`src/rtl/apb_master_if.sv`:
```
`default_nettype none
// ============================================================================
// Module   : apb_master_if
// Brief    : Command/response channel and APB bus bundle for apb_master.
// Revision : 1.0  initial release
// ============================================================================
interface apb_master_if #(
    parameter int ADDR_W = 8,
    parameter int DATA_W = 16
);
    logic              cmd_valid;
    logic              cmd_ready;
    logic              cmd_write;
    logic [ADDR_W-1:0] cmd_addr;
    logic [DATA_W-1:0] cmd_wdata;
    logic              rsp_valid;
    logic              rsp_ready;
    logic [DATA_W-1:0] rsp_rdata;
    logic              rsp_err;
    logic              rsp_timeout;
    logic              PSEL;
    logic              PENABLE;
    logic              PWRITE;
    logic [ADDR_W-1:0] PADDR;
    logic [DATA_W-1:0] PWDATA;
    logic [DATA_W-1:0] PRDATA;
    logic              PREADY;
    logic              PSLVERR;

    modport master (
        input  cmd_valid, cmd_write, cmd_addr, cmd_wdata, rsp_ready,
               PRDATA, PREADY, PSLVERR,
        output cmd_ready, rsp_valid, rsp_rdata, rsp_err, rsp_timeout,
               PSEL, PENABLE, PWRITE, PADDR, PWDATA
    );

    modport slave (
        output cmd_valid, cmd_write, cmd_addr, cmd_wdata, rsp_ready,
               PRDATA, PREADY, PSLVERR,
        input  cmd_ready, rsp_valid, rsp_rdata, rsp_err, rsp_timeout,
               PSEL, PENABLE, PWRITE, PADDR, PWDATA
    );
endinterface
`default_nettype wire

```
`src/rtl/apb_master.sv`:
```
`default_nettype none
// ============================================================================
// Module   : apb_master
// Brief    : Single-outstanding APB requester with valid/ready command and
//            response channels and a wait-state timeout.
// Revision : 1.0  initial release
// ============================================================================
module apb_master #(
    parameter int ADDR_W  = 8,
    parameter int DATA_W  = 16,
    parameter int TIMEOUT = 16
) (
    input  wire logic       PCLK,
    input  wire logic       PRESET,
    apb_master_if.master    bus
);
    localparam logic [7:0] C_TIMEOUT    = 8'(TIMEOUT);
    localparam logic       C_TIMEOUT_EN = (TIMEOUT != 0);

    typedef enum logic [1:0] {
        IDLE   = 2'd0,
        SETUP  = 2'd1,
        ACCESS = 2'd2,
        RESP   = 2'd3
    } state_t;

    state_t            r_state;
    state_t            w_state_nxt;
    logic              w_accept;
    logic              w_done;
    logic              w_abort;
    logic [7:0]        r_wait_cnt;
    logic [7:0]        w_wait_inc;
    logic              r_pwrite;
    logic [ADDR_W-1:0] r_paddr;
    logic [DATA_W-1:0] r_pwdata;
    logic [DATA_W-1:0] r_rdata;
    logic              r_err;
    logic              r_timeout;

    always_ff @(posedge PCLK or posedge PRESET) begin
        if (PRESET) begin
            r_state <= IDLE;
        end else begin
            r_state <= w_state_nxt;
        end
    end

    always_comb begin
        w_state_nxt = r_state;
        w_accept    = 1'b0;
        w_done      = 1'b0;
        w_abort     = 1'b0;
        w_wait_inc  = r_wait_cnt + 8'd1;
        case (r_state)
            IDLE: begin
                if (bus.cmd_valid) begin
                    w_accept    = 1'b1;
                    w_state_nxt = SETUP;
                end
            end
            SETUP: begin
                w_state_nxt = ACCESS;
            end
            ACCESS: begin
                // PREADY takes priority over an abort landing on the same edge
                if (bus.PREADY) begin
                    w_done      = 1'b1;
                    w_state_nxt = RESP;
                end else if (C_TIMEOUT_EN && (w_wait_inc == C_TIMEOUT)) begin
                    w_abort     = 1'b1;
                    w_state_nxt = RESP;
                end
            end
            RESP: begin
                if (bus.rsp_ready) begin
                    w_state_nxt = IDLE;
                end
            end
            default: begin
                w_state_nxt = IDLE;
            end
        endcase
    end

    always_ff @(posedge PCLK or posedge PRESET) begin
        if (PRESET) begin
            r_pwrite   <= 1'b0;
            r_paddr    <= '0;
            r_pwdata   <= '0;
            r_wait_cnt <= '0;
            r_rdata    <= '0;
            r_err      <= 1'b0;
            r_timeout  <= 1'b0;
        end else begin
            if (w_accept) begin
                r_pwrite   <= bus.cmd_write;
                r_paddr    <= bus.cmd_addr;
                r_pwdata   <= bus.cmd_wdata;
                r_wait_cnt <= '0;
            end else if ((r_state == ACCESS) && !bus.PREADY) begin
                r_wait_cnt <= w_wait_inc;
            end

            if (w_done) begin
                r_rdata   <= r_pwrite ? '0 : bus.PRDATA;
                r_err     <= bus.PSLVERR;
                r_timeout <= 1'b0;
            end else if (w_abort) begin
                r_rdata   <= '0;
                r_err     <= 1'b1;
                r_timeout <= 1'b1;
            end
        end
    end

    // Strobes decode straight from state so reset drops them without a clock
    assign bus.cmd_ready   = (r_state == IDLE);
    assign bus.PSEL        = (r_state == SETUP) || (r_state == ACCESS);
    assign bus.PENABLE     = (r_state == ACCESS);
    assign bus.rsp_valid   = (r_state == RESP);
    assign bus.PWRITE      = r_pwrite;
    assign bus.PADDR       = r_paddr;
    assign bus.PWDATA      = r_pwdata;
    assign bus.rsp_rdata   = r_rdata;
    assign bus.rsp_err     = r_err;
    assign bus.rsp_timeout = r_timeout;

endmodule
`default_nettype wire

```
`src/flat_wrapper.sv`:
```
// flat-port wrapper written by rule: the top's interface ports become plain ports
module apb_master_flat 
#(
    parameter int ADDR_W  = 8,
    parameter int DATA_W  = 16,
    parameter int TIMEOUT = 16
)
  (PCLK, PRESET, bus_cmd_valid, bus_cmd_write, bus_cmd_addr, bus_cmd_wdata, bus_rsp_ready, bus_PRDATA, bus_PREADY, bus_PSLVERR, bus_cmd_ready, bus_rsp_valid, bus_rsp_rdata, bus_rsp_err, bus_rsp_timeout, bus_PSEL, bus_PENABLE, bus_PWRITE, bus_PADDR, bus_PWDATA);
  apb_master_if #(.ADDR_W(ADDR_W), .DATA_W(DATA_W)) bus_i ();
  input  wire logic PCLK;
  input  wire logic PRESET;
  input wire logic [$bits(bus_i.cmd_valid)-1:0] bus_cmd_valid;
  input wire logic [$bits(bus_i.cmd_write)-1:0] bus_cmd_write;
  input wire logic [$bits(bus_i.cmd_addr)-1:0] bus_cmd_addr;
  input wire logic [$bits(bus_i.cmd_wdata)-1:0] bus_cmd_wdata;
  input wire logic [$bits(bus_i.rsp_ready)-1:0] bus_rsp_ready;
  input wire logic [$bits(bus_i.PRDATA)-1:0] bus_PRDATA;
  input wire logic [$bits(bus_i.PREADY)-1:0] bus_PREADY;
  input wire logic [$bits(bus_i.PSLVERR)-1:0] bus_PSLVERR;
  output wire logic [$bits(bus_i.cmd_ready)-1:0] bus_cmd_ready;
  output wire logic [$bits(bus_i.rsp_valid)-1:0] bus_rsp_valid;
  output wire logic [$bits(bus_i.rsp_rdata)-1:0] bus_rsp_rdata;
  output wire logic [$bits(bus_i.rsp_err)-1:0] bus_rsp_err;
  output wire logic [$bits(bus_i.rsp_timeout)-1:0] bus_rsp_timeout;
  output wire logic [$bits(bus_i.PSEL)-1:0] bus_PSEL;
  output wire logic [$bits(bus_i.PENABLE)-1:0] bus_PENABLE;
  output wire logic [$bits(bus_i.PWRITE)-1:0] bus_PWRITE;
  output wire logic [$bits(bus_i.PADDR)-1:0] bus_PADDR;
  output wire logic [$bits(bus_i.PWDATA)-1:0] bus_PWDATA;
  assign bus_i.cmd_valid = bus_cmd_valid;
  assign bus_i.cmd_write = bus_cmd_write;
  assign bus_i.cmd_addr = bus_cmd_addr;
  assign bus_i.cmd_wdata = bus_cmd_wdata;
  assign bus_i.rsp_ready = bus_rsp_ready;
  assign bus_i.PRDATA = bus_PRDATA;
  assign bus_i.PREADY = bus_PREADY;
  assign bus_i.PSLVERR = bus_PSLVERR;
  assign bus_cmd_ready = bus_i.cmd_ready;
  assign bus_rsp_valid = bus_i.rsp_valid;
  assign bus_rsp_rdata = bus_i.rsp_rdata;
  assign bus_rsp_err = bus_i.rsp_err;
  assign bus_rsp_timeout = bus_i.rsp_timeout;
  assign bus_PSEL = bus_i.PSEL;
  assign bus_PENABLE = bus_i.PENABLE;
  assign bus_PWRITE = bus_i.PWRITE;
  assign bus_PADDR = bus_i.PADDR;
  assign bus_PWDATA = bus_i.PWDATA;
  apb_master #(.ADDR_W(ADDR_W), .DATA_W(DATA_W), .TIMEOUT(TIMEOUT)) u_core (.PCLK(PCLK), .PRESET(PRESET), .bus(bus_i));
endmodule
```
`config.mk`:
```
export PLATFORM = sky130hd
export DESIGN_NAME = apb_master_flat
export DESIGN_NICKNAME = d
export VERILOG_FILES = /design/src/rtl/apb_master_if.sv /design/src/rtl/apb_master.sv /design/src/flat_wrapper.sv
export SDC_FILE = /design/constraint.sdc
export NUM_CORES = 1
export LEC_CHECK = 0
export BUFFER_PORTS_ARGS = -buffer_cell sky130_fd_sc_hd__buf_2
export CELL_PAD_IN_SITES_DETAIL_PLACEMENT = 2
export CELL_PAD_IN_SITES_GLOBAL_PLACEMENT = 2
export CORE_ASPECT_RATIO = 1.1
export CORE_MARGIN = 2
export CORE_UTILIZATION = 34
export CTS_BUF_LIST = sky130_fd_sc_hd__clkbuf_4
export CTS_CLUSTER_SIZE = 40
export DETAILED_ROUTE_END_ITERATION = 6
export GPL_ROUTABILITY_DRIVEN = 0
export PLACE_DENSITY_LB_ADDON = 0.1
export SETUP_SLACK_MARGIN = 0.5
export SLEW_MARGIN = 20
export SYNTH_ARGS = -nofsm -noshare
export SYNTH_HDL_FRONTEND = slang
export SYNTH_SLANG_ARGS = --single-unit
```
`constraint.sdc`:
```
create_clock -name PCLK -period 3.85 [get_ports PCLK]
set_clock_uncertainty 0.15 [all_clocks]
set_input_delay 0.385 -clock PCLK [delete_from_list [all_inputs] [get_ports PCLK]]
set_output_delay 0.385 -clock PCLK [all_outputs]
set_load 0.03 [all_outputs]
```
# Word level (Yosys, flattened, before mapping)
# Cells that the tools add are included.
# classes
n_addsub	1
eq_ne	7
n_mux	20
n_reduce_logical	7
# ops
operator	n
16-bit 2-to-1 mux	3
8-bit 2-to-1 mux	2
1-bit 2-to-1 mux	10
8-bit by 1-bit adder with 8-bit output (second input constant)	1
8-bit by 5-bit equality test with 1-bit output (second input constant)	1
2-bit 2-to-1 mux	4
2-bit case mux with 4 select lines	1
2-bit equality test (second input constant)	2
2-bit != test (second input constant)	2
2-bit nonzero test	2
3-bit by 2-bit != test with 1-bit output (second input constant)	1
3-bit AND reduction	1
2-bit by 1-bit equality test with 1-bit output (second input constant)	1
2-bit zero test	1
1-bit logical AND	1
1-bit zero test	1
1-bit logical OR	1
# totals
regBits	53
inputBits	47

# Logic depth before layout (Yosys ltp)
# logic_depth
depth_word	7
mapped_depth	8
mapped_depth_nobuf	7

# Least setup slack after synthesis
# No wires, ideal clock.
# synth_timing
path_type	reg2reg
startpoint	reg u_core.r_state[1]
endpoint	reg u_core.r_paddr[0] (netlist: u_core.bus.PADDR[0])
arrival_ns	1.924
path_slack_ns	1.651
stages_incl_launch_ff	7
path_buffers	2
period_less_slack_ns	2.199
cell_sequence	dfrtp_1 inv_1 ha_1 and2_1 clkbuf_1 clkbuf_1 mux2_2
# synth_via
elab_chain_cells	2
# synth_rtl
item	line	text
from (decl)	apb_master.sv:27	state_t r_state;
from (signal assigned)	apb_master.sv:45	r_state <= w_state_nxt;
2-bit zero test	n/a	
named net bus_cmd_ready	flat_wrapper.sv:20	output wire logic [$bits(bus_i.cmd_ready)-1:0] bus_cmd_ready;
1-bit 2-to-1 mux	apb_master.sv:55	case (r_state)
to (signal assigned)	apb_master.sv:98	r_paddr <= bus.cmd_addr;
to (decl)	apb_master.sv:35	logic [ADDR_W-1:0] r_paddr;
# The timed path passes the listed nets, and every way through them passes these cells.
# A chain may end at the register's enable or synchronous reset.

# Worst setup path after layout
# layout_timing
startpoint	reg u_core.r_wait_cnt[0]
endpoint	reg u_core.r_rdata[13] (netlist: u_core.bus.rsp_rdata[13])
# layout_via
elab_chain_cells	6
# layout_rtl
item	line	text
from (decl)	apb_master.sv:32	logic [7:0] r_wait_cnt;
from (signal assigned)	apb_master.sv:102	r_wait_cnt <= w_wait_inc;
8-bit by 1-bit adder with 8-bit output	apb_master.sv:54	w_wait_inc = r_wait_cnt + 8'd1;
8-bit by 5-bit equality test with 1-bit output	apb_master.sv:70	end else if (C_TIMEOUT_EN && (w_wait_inc == C_TIMEOUT)) begin
1-bit 2-to-1 mux	apb_master.sv:70	
1-bit 2-to-1 mux	apb_master.sv:67	if (bus.PREADY) begin
1-bit 2-to-1 mux	apb_master.sv:55	
2-bit nonzero test (no source line)	n/a	
to (signal assigned)	apb_master.sv:106	r_rdata <= r_pwrite ? '0 : bus.PRDATA;
to (decl)	apb_master.sv:37	logic [DATA_W-1:0] r_rdata;
# No other way between the ends.

==> flow_summary.yaml <==
sta:
  drv_slew: 0
  setup_viol: 0
  fin_setup_tns_ps: 0
  timing.slew.headroom_pct: 56.32
  period_needed_ps: 2594
  final_hold_viol_count: 0
  max_freq_mhz: 385.5
  tightest_slew_ps: 654.5
  rsz0062_at_grt: "no"
  post-route-period-util_pct: 67.37
grt:
  grt_max_degree: 34
  grt_pass1_vias: 2149
  grt_overflow: 0
  antenna_found_initial: 0
  grt_pass1_wl_um: 11010
  grt_use_total_pct: 17.02
placed_design:
  hpwl_um: 4975
  port_buffers: 93
  placedCellCount: 401
layout:
  final_common_cell: "buf_2"
  finalNetCount: 374
  drive_gt1_share_pct: 45.20
  final_cell_mix: "93 x buf_2, 53 x dfrtp_1, 25 x mux2_2"
  finalNonFillerCells: 410
  area_growth_pct: 22.94
  diodes: 0
synth:
  async_reset_ff_share_pct: 100.0
  synth-seq-cells: 53
  ys_seq_area_share_pct: 51.31
  synth-xor-area-share_pct: 2.372
  synth_compound_area_share_pct: 12.49
  synth-adder-area-share_pct: 2.420
  yosysWarnings: 0
  synth_top_area_cell: "dfrtp_1"
  syn-num-nets: 285
  syn_area_sq_um: 2585
  synth_edf_count: 0
  synth_top_area_share_pct: 51.31
  synthDistinctLibCells: 38
  yosys.area_share.simple_pct: 16.31
  synth_top_family_by_area: "simple AND/OR/NAND/NOR gates"
  yosys-mux-area-fraction_pct: 11.28
  syn_avg_cell_area_sq_um: 11.09
  synth_ff_type: "dfrtp_1"
  yosys-top-cells-area: "dfrtp_1 51%, mux2_2 11%, nand2b_1 4.4%"
  postSynthCellCount: 233
floorplanning:
  rows: 33
  core_sq_um: 7432
  chipWidth_um: 87.14
  die_area_sq_um: 8317
  die_h_um: 95.45
  initial_core_util_pct: 34.78
  io_pins: 94
worst_hold_path:
  hp-start: "bus_PRDATA[5]"
  min_path_type: "in2reg"
  worstHoldPathCells: 3
  hold_end: "u_core.bus.rsp_rdata[5]"
power:
  combPwrFrac_pct: 54.9
  power_switching_w: 0.001358
  power.internal_w: 0.001440
  p_seq_share_pct: 35.3
  vdd_ir_drop_max_v: 0.0003074
  p_per_area_nw_per_um2: 880.1
  pwr-share-clk_pct: 9.8
  switching_share_pct: 48.53
  leakage_nw: 1.472
run_status:
  status: "finished, final reports clean"
setup_path:
  cp_slowest_cell: "dfrtp_1"
  crit_buf_inv: 0
  r2r_start: "u_core.r_wait_cnt[0]"
  rr_endpoint: "u_core.bus.rsp_rdata[13]"
  critical_path_class: "reg2reg"
  arrival_ps: 2700
  max_stage_delay_ps: 590
  path_delay_family: "simple AND/OR/NAND/NOR gates"
  cp_max_fo: 19
  r2r_cells: 6
  crit_path_end_kind: "register"
  worst_ep_required_time_ps: 3950
  worstPathCellList: "ha_1 > nand3_1 > nor4_1 > o22ai_2 > nor2_4 > o21ai_0"
  reg2reg_slack_ps: 1260
  startpoint_type: "register"
clock_tree:
  cts_tree: "built"
  clock_latency_ps: 390
  clk_pin_slew_ps: 180
  cts.path.max_buffers: 2
  cts_root_buf: "clkbuf_4"
  cts_buffers: 5
  cts_resized: 0
  clock_sinks: 53
  htree_num_levels: 2
detailed_routing:
  ant_nets: 0
  drt-vias-per-instance: 5.076
  vias: 2081
  drc: 0
  first_pass_iters: 4
  drt_iter0_drc: 48
  avgRoutedWirePerCell_um: 16.54
  wirelength_um: 6782
flow_run:
  maxCapViolations: 0
-- registers in the layout (all words and copies together) (netlist names) --
signal / flops
u_core.r_wait_cnt: 8
u_core.r_state: 2
u_core.bus.rsp_timeout: 1
u_core.bus.rsp_err: 1
u_core.bus.PWRITE: 1
u_core.bus.PWDATA: 16
u_core.bus.PADDR: 8
u_core.bus.rsp_rdata: 16
-- worst min-delay path: stages --
cell and delay (ps):
buf_2 80, a21oi_1 60, o21ai_2 40
-- how the worst max path moves through the flow --
stage          cells after the start            startpoint                       end
2_1_floorplan                      6     u_core.r_state[1]       u_core.bus.PADDR[0]
3_3_place_gp                       6  u_core.r_wait_cnt[0]  u_core.bus.rsp_rdata[10]
3_5_place_dp                       7     u_core.r_state[0]   u_core.bus.rsp_rdata[0]
4_1_cts                            7     u_core.r_state[0]   u_core.bus.rsp_rdata[0]
5_1_grt                            6  u_core.r_wait_cnt[0]  u_core.bus.rsp_rdata[12]
6_report                           6  u_core.r_wait_cnt[0]  u_core.bus.rsp_rdata[13]
-- per-layer routing --
layer,GRT usage [%],up-vias,share of wire (%)
met5,0,-,0
met4,4.231,0,1.1
li1,-,976,-
met3,3.463,6,4.4
met2,30.66,53,52
met1,20.72,1046,42
-- cells in the mapped netlist, drive strengths merged (4+ instances only) --
library cell	count
mux2	25
nand2	11
inv	5
clkbuf	9
nor2b	18
ha	5
nand2b	18
dfrtp	53
buf	6
nor2	12
nand3	4
a21oi	19
o21ai	16
xor2	4
-- power groups by stage --
stage                     combinational (W)  sequential [W]  clock (W)
after floorplan                    0.000705         0.00141          0
after global routing                0.00168         0.00103   0.000309
after detailed placement            0.00156         0.00101          0
after CTS                           0.00157        0.000992   0.000293
final                               0.00154        0.000987   0.000273
after global placement              0.00152        0.000987          0
-- area by class of cell --
class	instances	area, sq um
well taps	87	108.9
fillers	827	4254
multi-input cells	160	1162
inverters	5	18.77
clock buffers	5	37.54
flip-flops and latches	53	1326
clock inverters	3	26.28
repair buffers	97	498.0
-- through the flow --
step | util, % | hold WS [ps] | power [W] | worst slack (ps) | instance area (sq um)
global placement | 41.73 | 334.0 | 0.002503 | 1282 | 3102
floorplan | - | 363.2 | 0.002113 | 1651 | 2585
CTS | 42.73 | 33.62 | 0.002854 | 1165 | 3176
finish | 42.76 | 52.49 | 0.002797 | 1256 | 3178
detailed placement | 41.73 | 340.6 | 0.002569 | 1201 | 3102
global route | 42.76 | 38.76 | 0.003016 | 999.8 | 3178
-- logic make-up after synthesis --
family                     after synthesis
adders and majority gates                5
DFF                                     53
xor gates and xnor gates                 7
muxes                                   26
buffers and inverters                   20
AOI/OAI and AO/OA                       47
and+or+nand+nor                         75
-- repair_timing --
item                                   in CTS  in global routing
hold buffers                                1                  0
endpoints found under the hold margin      27                  0
setup buffers                               0                  0
(Power assumes the default switching activity.)
